### src/rtl/scan_addr_gen_if.sv
// Control/status bundle between a scan controller and scan_addr_gen.
// The controller side drives start/stop/config; the generator drives A/OE/status.
interface scan_addr_gen_if #(
  parameter int DIV_W = 8
);
  logic             start;
  logic             stop;
  logic [1:0]       mode;
  logic             oneshot;
  logic [DIV_W-1:0] div;
  logic [2:0]       A;
  logic             OE;
  logic             busy;
  logic             done;

  modport master (
    output start, stop, mode, oneshot, div,
    input  A, OE, busy, done
  );

  modport slave (
    input  start, stop, mode, oneshot, div,
    output A, OE, busy, done
  );
endinterface

### src/rtl/scan_addr_gen.sv
// 3-bit scan address/enable generator feeding a 3-to-8 select decoder.
// Up, down or ping-pong walk with programmable per-address dwell.
module scan_addr_gen #(
  parameter int DIV_W = 8
) (
  input logic           clk,
  input logic           rst,
  scan_addr_gen_if.slave bus
);

  typedef enum logic {
    IDLE,
    SCAN
  } state_t;

  state_t           state_q, state_n;
  logic [2:0]       a_q, a_n;
  logic             oe_q, oe_n;
  logic             busy_q, busy_n;
  logic             done_q, done_n;
  logic             dir_q, dir_n;
  logic [DIV_W-1:0] cnt_q, cnt_n;
  logic [DIV_W-1:0] div_q, div_n;
  logic [1:0]       mode_q, mode_n;
  logic             os_q, os_n;
  logic             fin;

  always_ff @(posedge clk or posedge rst) begin
    if (rst) begin
      state_q <= IDLE;
      a_q     <= 3'd0;
      oe_q    <= 1'b0;
      busy_q  <= 1'b0;
      done_q  <= 1'b0;
      dir_q   <= 1'b0;
      cnt_q   <= '0;
      div_q   <= '0;
      mode_q  <= 2'b00;
      os_q    <= 1'b0;
    end else begin
      state_q <= state_n;
      a_q     <= a_n;
      oe_q    <= oe_n;
      busy_q  <= busy_n;
      done_q  <= done_n;
      dir_q   <= dir_n;
      cnt_q   <= cnt_n;
      div_q   <= div_n;
      mode_q  <= mode_n;
      os_q    <= os_n;
    end
  end

  always_comb begin
    state_n = state_q;
    a_n     = a_q;
    oe_n    = oe_q;
    busy_n  = busy_q;
    done_n  = 1'b0;
    dir_n   = dir_q;
    cnt_n   = cnt_q;
    div_n   = div_q;
    mode_n  = mode_q;
    os_n    = os_q;
    fin     = 1'b0;

    unique case (state_q)
      IDLE: begin
        if (!bus.stop && bus.start) begin
          mode_n  = bus.mode;
          os_n    = bus.oneshot;
          div_n   = bus.div;
          a_n     = (bus.mode == 2'b01) ? 3'd7 : 3'd0;
          dir_n   = 1'b0;
          cnt_n   = '0;
          state_n = SCAN;
          oe_n    = 1'b1;
          busy_n  = 1'b1;
        end
      end
      SCAN: begin
        if (bus.stop) begin
          state_n = IDLE;
          oe_n    = 1'b0;
          busy_n  = 1'b0;
        end else if (cnt_q != div_q) begin
          cnt_n = cnt_q + DIV_W'(1);
        end else begin
          cnt_n = '0;
          // Ping-pong turns at the ends so no endpoint is visited twice
          unique case (1'b1)
            (mode_q == 2'b01): begin
              if (a_q == 3'd0) begin
                if (os_q) fin = 1'b1;
                else      a_n = 3'd7;
              end else begin
                a_n = a_q - 3'd1;
              end
            end
            (mode_q == 2'b10): begin
              if (!dir_q) begin
                if (a_q == 3'd7) begin
                  dir_n = 1'b1;
                  a_n   = 3'd6;
                end else begin
                  a_n = a_q + 3'd1;
                end
              end else if (a_q == 3'd0) begin
                if (os_q) begin
                  fin = 1'b1;
                end else begin
                  dir_n = 1'b0;
                  a_n   = 3'd1;
                end
              end else begin
                a_n = a_q - 3'd1;
              end
            end
            default: begin
              if (a_q == 3'd7) begin
                if (os_q) fin = 1'b1;
                else      a_n = 3'd0;
              end else begin
                a_n = a_q + 3'd1;
              end
            end
          endcase
          if (fin) begin
            state_n = IDLE;
            oe_n    = 1'b0;
            busy_n  = 1'b0;
            done_n  = 1'b1;
          end
        end
      end
      default: state_n = IDLE;
    endcase
  end

  assign bus.A    = a_q;
  assign bus.OE   = oe_q;
  assign bus.busy = busy_q;
  assign bus.done = done_q;

endmodule

### src/flat_wrapper.sv
// flat-port wrapper written by rule: the top's interface ports become plain ports
module scan_addr_gen_flat 
#(
  parameter int DIV_W = 8
)
  (clk, rst, bus_start, bus_stop, bus_mode, bus_oneshot, bus_div, bus_A, bus_OE, bus_busy, bus_done);
  scan_addr_gen_if #(.DIV_W(DIV_W)) bus_i ();
  input logic clk;
  input logic rst;
  input wire logic [$bits(bus_i.start)-1:0] bus_start;
  input wire logic [$bits(bus_i.stop)-1:0] bus_stop;
  input wire logic [$bits(bus_i.mode)-1:0] bus_mode;
  input wire logic [$bits(bus_i.oneshot)-1:0] bus_oneshot;
  input wire logic [$bits(bus_i.div)-1:0] bus_div;
  output wire logic [$bits(bus_i.A)-1:0] bus_A;
  output wire logic [$bits(bus_i.OE)-1:0] bus_OE;
  output wire logic [$bits(bus_i.busy)-1:0] bus_busy;
  output wire logic [$bits(bus_i.done)-1:0] bus_done;
  assign bus_i.start = bus_start;
  assign bus_i.stop = bus_stop;
  assign bus_i.mode = bus_mode;
  assign bus_i.oneshot = bus_oneshot;
  assign bus_i.div = bus_div;
  assign bus_A = bus_i.A;
  assign bus_OE = bus_i.OE;
  assign bus_busy = bus_i.busy;
  assign bus_done = bus_i.done;
  scan_addr_gen #(.DIV_W(DIV_W)) u_core (.clk(clk), .rst(rst), .bus(bus_i));
endmodule
### config.mk
export PLATFORM = sky130hd
export DESIGN_NAME = scan_addr_gen_flat
export DESIGN_NICKNAME = d
export VERILOG_FILES = /design/src/rtl/scan_addr_gen_if.sv /design/src/rtl/scan_addr_gen.sv /design/src/flat_wrapper.sv
export SDC_FILE = /design/constraint.sdc
export NUM_CORES = 1
export LEC_CHECK = 0
export ABC_AREA = 1
export CORE_ASPECT_RATIO = 0.8
export CORE_MARGIN = 2
export CORE_UTILIZATION = 40
export DETAILED_ROUTE_END_ITERATION = 10
export GPL_ROUTABILITY_DRIVEN = 1
export GPL_TIMING_DRIVEN = 0
export MAX_ROUTING_LAYER = met4
export PLACE_DENSITY_LB_ADDON = 0.15
export SLEW_MARGIN = 30
export SYNTH_ARGS = -nofsm -noshare
export SYNTH_HDL_FRONTEND = slang
export SYNTH_SLANG_ARGS = --single-unit
### constraint.sdc
create_clock -name clk -period 1.7 [get_ports clk]
set_clock_uncertainty 0.15 [all_clocks]
set_input_delay 0.425 -clock clk [delete_from_list [all_inputs] [get_ports clk]]
set_output_delay 0.425 -clock clk [all_outputs]
set_load 0.01 [all_outputs]
[Word level (Yosys, flattened, before mapping)]
Index checks and enable logic that the tools add are counted.
Word-level totals
  logic and storage cells: 83
  register bits after elaboration: 26
  bits in latches: 0
  RAM bits: 0
  output and inout bits: 6
  memories kept: 0
  bits in read-only memories: 0
Operators by class
  $add $sub $neg: 3
  reduce and logical (&&, ||, !) cells: 8
  order comparisons: 0
  equal/unequal tests: 14
  muxes and demuxes: 48
  $mul: 0
  div/mod/pow operators: 0
  bitwise gates (word level): 1
  shift-type cells: 0
Operator list (number)
  3-bit two-way mux: 12
  1-bit two-way mux: 26
  8-bit two-way mux: 3
  8-bit one-hot mux with 2 select lines: 1
  3-bit one-hot mux with 2 select lines: 2
  5-bit != test, second input constant: 2
  8-bit by 1-bit adder with 8-bit output, second input constant: 1
  8-bit != test: 1
  1-bit one-hot mux with 2 select lines: 4
  2-bit != test, second input constant: 3
  3-bit != test, second input constant: 2
  6-bit AND reduction: 1
  2-bit by 1-bit == test with 1-bit output, second input constant: 2
  4-bit != test, second input constant: 1
  2-bit AND reduction: 2
  4-bit AND reduction: 1
  3-bit by 1-bit adder with 3-bit output, second input constant: 1
  3-bit == test, second input constant: 1
  3-bit zero test: 1
  3-bit AND reduction: 1
  3-bit by 1-bit subtractor with 3-bit output, second input constant: 1
  2-bit == test, second input constant: 1
  2-bit by 1-bit != test with 1-bit output, second input constant: 1
  1-bit logical AND: 1
  2 further kinds: 2

[Logic depth before layout (Yosys ltp)]
  depth in word-level cells: 11
  mapped depth: 13
  mapped depth without buffers: 13

[Least setup slack after synthesis]
No wires, ideal clock.
  path type: register to register
  from: reg u_core.a_q[0], in the netlist u_core.bus.A[0]
  to: reg u_core.a_q[1], in the netlist u_core.bus.A[1]
  setup slack: 31 ps
  clock period less this slack: 1669 ps
  cell stages (with the launch flop): 11
  arrival: 1402 ps
  required time: 1433 ps
  setup time: 117 ps
  path through: dfrtp_1 ha_1 ha_1 nor2_1 a21oi_1 nand2_1 nand3_1 nand2_1 nand2_1 nand3_1 nand2_1
On the way
  cells in the longest elaborated chain, start to end: 7
RTL lines
  start: declaration: line scan_addr_gen.sv:17  | logic [2:0] a_q, a_n;
  start signal: assignment: line scan_addr_gen.sv:42  | a_q <= a_n;
  3-bit by 1-bit adder with 3-bit output (tied with other cells): line scan_addr_gen.sv:106, scan_addr_gen.sv:124
  3-bit two-way mux, on equally long branches: line scan_addr_gen.sv:102, scan_addr_gen.sv:108
  3-bit two-way mux: line scan_addr_gen.sv:101  | if (!dir_q) begin
  3-bit one-hot mux with 2 select lines: line scan_addr_gen.sv:91  | unique case (1'b1)
  3-bit two-way mux: line scan_addr_gen.sv:86  | end else if (cnt_q != div_q) begin
  3-bit two-way mux: line scan_addr_gen.sv:82  | if (bus.stop) begin
  3-bit one-hot mux with 2 select lines: line scan_addr_gen.sv:67  | unique case (state_q)
Several ways; a longest one is shown, not always the timed one. The select of a mux whose other input is x is not followed.
A chain may end at the register's enable or synchronous reset.

[Final worst setup path]
  from: reg u_core.busy_q, in the netlist u_core.bus.busy
  to: out bus_busy
RTL lines
  start: declaration: line scan_addr_gen.sv:19  | logic busy_q, busy_n;
  start signal: assignment: line scan_addr_gen.sv:44  | busy_q <= busy_n;
  end: declaration: line flat_wrapper.sv:17  | output wire logic [$bits(bus_i.busy)-1:0] bus_busy;
No word-level cell between the ends.

==> impl_metrics.env <==
export IMPL_outcome="complete, no violations"
export IMPL_yosysTopAreaCell="dfrtp_1"
export IMPL_critPathKind="reg2out"
export IMPL_grt_antenna_before_repair=0
export IMPL_fp_dieH_um=60.1
export IMPL_cp_start_kind="flop"
export IMPL_drtIter0Drc=74
export IMPL_grtUsageTotal_pct=17.6
export IMPL_num_rows=20
export IMPL_path_max_fanout=3
export IMPL_fin_crit_ns=1.65
export IMPL_gr_total_overflow=0
export IMPL_final_core_util_pct=55.9
export IMPL_maxCapViolations=0
export IMPL_synth_distinct_cells=22
export IMPL_routabilityCongestion=0.901
export IMPL_arrival_ns=1.08
export IMPL_drive_above_1_share_pct=26.8
export IMPL_ys_seq_elements=26
export IMPL_io_pin_count=21
export IMPL_powerDensity_mw_per_mm2=1520
export IMPL_syn_to_final_growth_pct=34.2
export IMPL_max_freq_mhz=605
export IMPL_hold_class="in2async"
export IMPL_r2r_start="u_core.bus.A[1]"
export IMPL_finalCritPeriodShare_pct=97.3
export IMPL_num_fill_cells=362
export IMPL_vias_per_cell=4.74
export IMPL_synth_cells=206
export IMPL_wl_per_cell_um=11.9
export IMPL_path_clk_slew_ns=0.10
export IMPL_yosys_warnings=0
export IMPL_cts_tree="yes"
export IMPL_syn_nets=229
export IMPL_worst_slack_ns=0.0463
export IMPL_num_vias=1394
export IMPL_synth_top_area_share_pct=41.3
export IMPL_antenna_cells=0
export IMPL_peakVddDrop_mv=0.898
export IMPL_die_area_mm2=0.00446
export IMPL_grt_pass1_vias=1234
export IMPL_io_buffers=20
export IMPL_syn_cell_area_mm2=0.00158
export IMPL_die_w_um=74.2
export IMPL_dpl_cell_area_mm2=0.00184
export IMPL_post_place_ws_ns=-0.310
export IMPL_crit_family="flip-flops"
export IMPL_timing_slew_headroom_pct=63.3
export IMPL_grt_max_degree=27
export IMPL_synth_area_per_cell_um2=7.65
export IMPL_cts_path_max_buffers=2
export IMPL_drtAntennaViolNets=0
export IMPL_core_area_mm2=0.00378
export IMPL_cts_sinks=26
export IMPL_final_nets=263
export IMPL_crit_start="u_core.bus.busy"
export IMPL_setup_viol=0
export IMPL_cp_slowest_cell="dfrtp_1"
export IMPL_hold_worst_slack_ns=0.357
export IMPL_rsz0062_at_grt="yes"
export IMPL_grt_pass1_wl_um=5730
export IMPL_drv_slew=0
export IMPL_path_cells="buf_4 > dlygate4sd2_1"
export IMPL_cts_made_buffers=3
export IMPL_worstPathRequired_ns=1.12
export IMPL_endpoint_kind="primary output"
export IMPL_cts_htree_levels=1
export IMPL_dr_pass1_iters=5
export IMPL_clk_latency_ns=0.28
export IMPL_path_buf_inv=2
export IMPL_synth_area_leaders="dfrtp_1 41%, nand2_1 14%, ha_1 6.4%"
export IMPL_hold_viol_final=0
export IMPL_finalWirelength_um=3510
export IMPL_p_leak_nw=0.985
export IMPL_drc=0
export IMPL_dp_hpwl_um=2420
export IMPL_critPathMaxStageDelay_ns=0.40
export IMPL_worst_pin_slew_ns=0.550
export IMPL_cts_root_buf="clkbuf_8"
export IMPL_ys_seq_area_share_pct=41.3
export IMPL_initial_core_util_pct=41.7
export IMPL_stdcell_area_mm2=0.00211
## Yosys cell counts
cell type / n
a211oi_1: 1
a21oi_1: 9
a21oi_2: 1
buf_2: 1
buf_4: 1
dfrtp_1: 26
ha_1: 8
inv_1: 26
inv_2: 3
mux2_2: 6
nand2_1: 57
nand3_1: 13
nand3_2: 2
nand4_1: 3
nor2_1: 26
nor3_1: 3
o21ai_0: 7
o21ai_2: 1
o22ai_1: 1
or2_2: 1
xnor2_1: 7
xor2_1: 3
## metal layers
layer  part of all wire [%]  up-vias  global-route usage [%]
met5                      0        -                       -
met4                   0.71        0                    3.12
met3                    6.7        4                    4.55
met2                     40       43                    23.9
met1                     52      632                    26.3
li1                       -      715                       -
## state kept, by name (all words and copies together) (netlist names)
signal,flops
u_core.mode_q,2
u_core.bus.A,3
u_core.dir_q,1
u_core.div_q,8
u_core.bus.done,1
u_core.state_q,1
u_core.cnt_q,8
u_core.os_q,1
u_core.bus.busy,1
## cells in the final DEF, fill, tap and decap left out, types with 2 or more instances in the layout
master / n
nand2_2: 5
buf_4: 11
o21ai_1: 2
clkdlybuf4s50_1: 13
ha_4: 3
xnor2_1: 7
a21oi_1: 7
nand2_1: 52
ha_1: 3
nor2_2: 4
dfrtp_1: 21
nor2_1: 21
nand3_1: 9
ha_2: 2
a21oi_2: 2
inv_2: 10
dlygate4sd2_1: 5
nor3_1: 2
o21ai_0: 5
mux2_2: 6
xor2_1: 3
inv_1: 19
clkbuf_8: 3
dfrtp_2: 5
nand4_1: 3
nand3_2: 5
## logic make-up after synthesis
family | Yosys count | synth area share, %
AO/OA/AOI/OAI | 20 | 7.07
XOR/XNOR | 10 | 5.56
multiplexers | 6 | 4.29
AND/OR/NAND/NOR | 105 | 27.7
buffers and inverters | 31 | 7.70
adder cells (fa/ha/maj) | 8 | 6.35
flip-flops | 26 | 41.3
## metrics by stage
step                total power, W  instances  setup TNS [ns]
finish                     0.00320        294               0
global route               0.00350        294         -0.0828
CTS                        0.00297        287               0
detailed placement         0.00242        281           -4.91
global placement           0.00241        281           -8.51
floorplan                  0.00202        206               0
## power by group
group	total, W	internal (W)	switching [W]
Sequential	0.00106	0.000842	0.000221
Combinational	0.00162	0.000723	0.000897
Clock	0.000521	0.000316	0.000205
Total	0.00320	0.00188	0.00132
## timing repair
item                       in CTS  in global routing
setup buffers                   2                  7
gates cloned                    0                  0
hold buffers                    0                  0
resized for setup              15                 36
pin swaps                       0                  9
setup endpoints to repair      14                 15
## path summary, 6_finish.rpt
path                                        end  slack [ns]  depth (start not counted)
worst max register to register  u_core.bus.A[2]        0.06                         10
min in group clk                u_core.bus.busy        0.36                          2
worst min register to register  u_core.bus.busy        0.36                          2
max in group asynchronous       u_core.bus.A[1]        0.65                          2
worst max-delay path                   bus_busy        0.05                          2
worst min-delay path            u_core.cnt_q[6]        0.36                          2
## area by class of cell
class,count,area (um2),area share (%)
buffer,2,15.0,0.710
clock buffer,3,41.3,1.95
clock inverter,1,30.0,1.42
inverter,29,109,5.15
multi-input combinational,149,931,44.0
sequential,26,657,31.1
tap,55,68.8,3.26
timing repair buffer,29,262,12.4
Note: power is estimated with default switching activity, not from simulation.
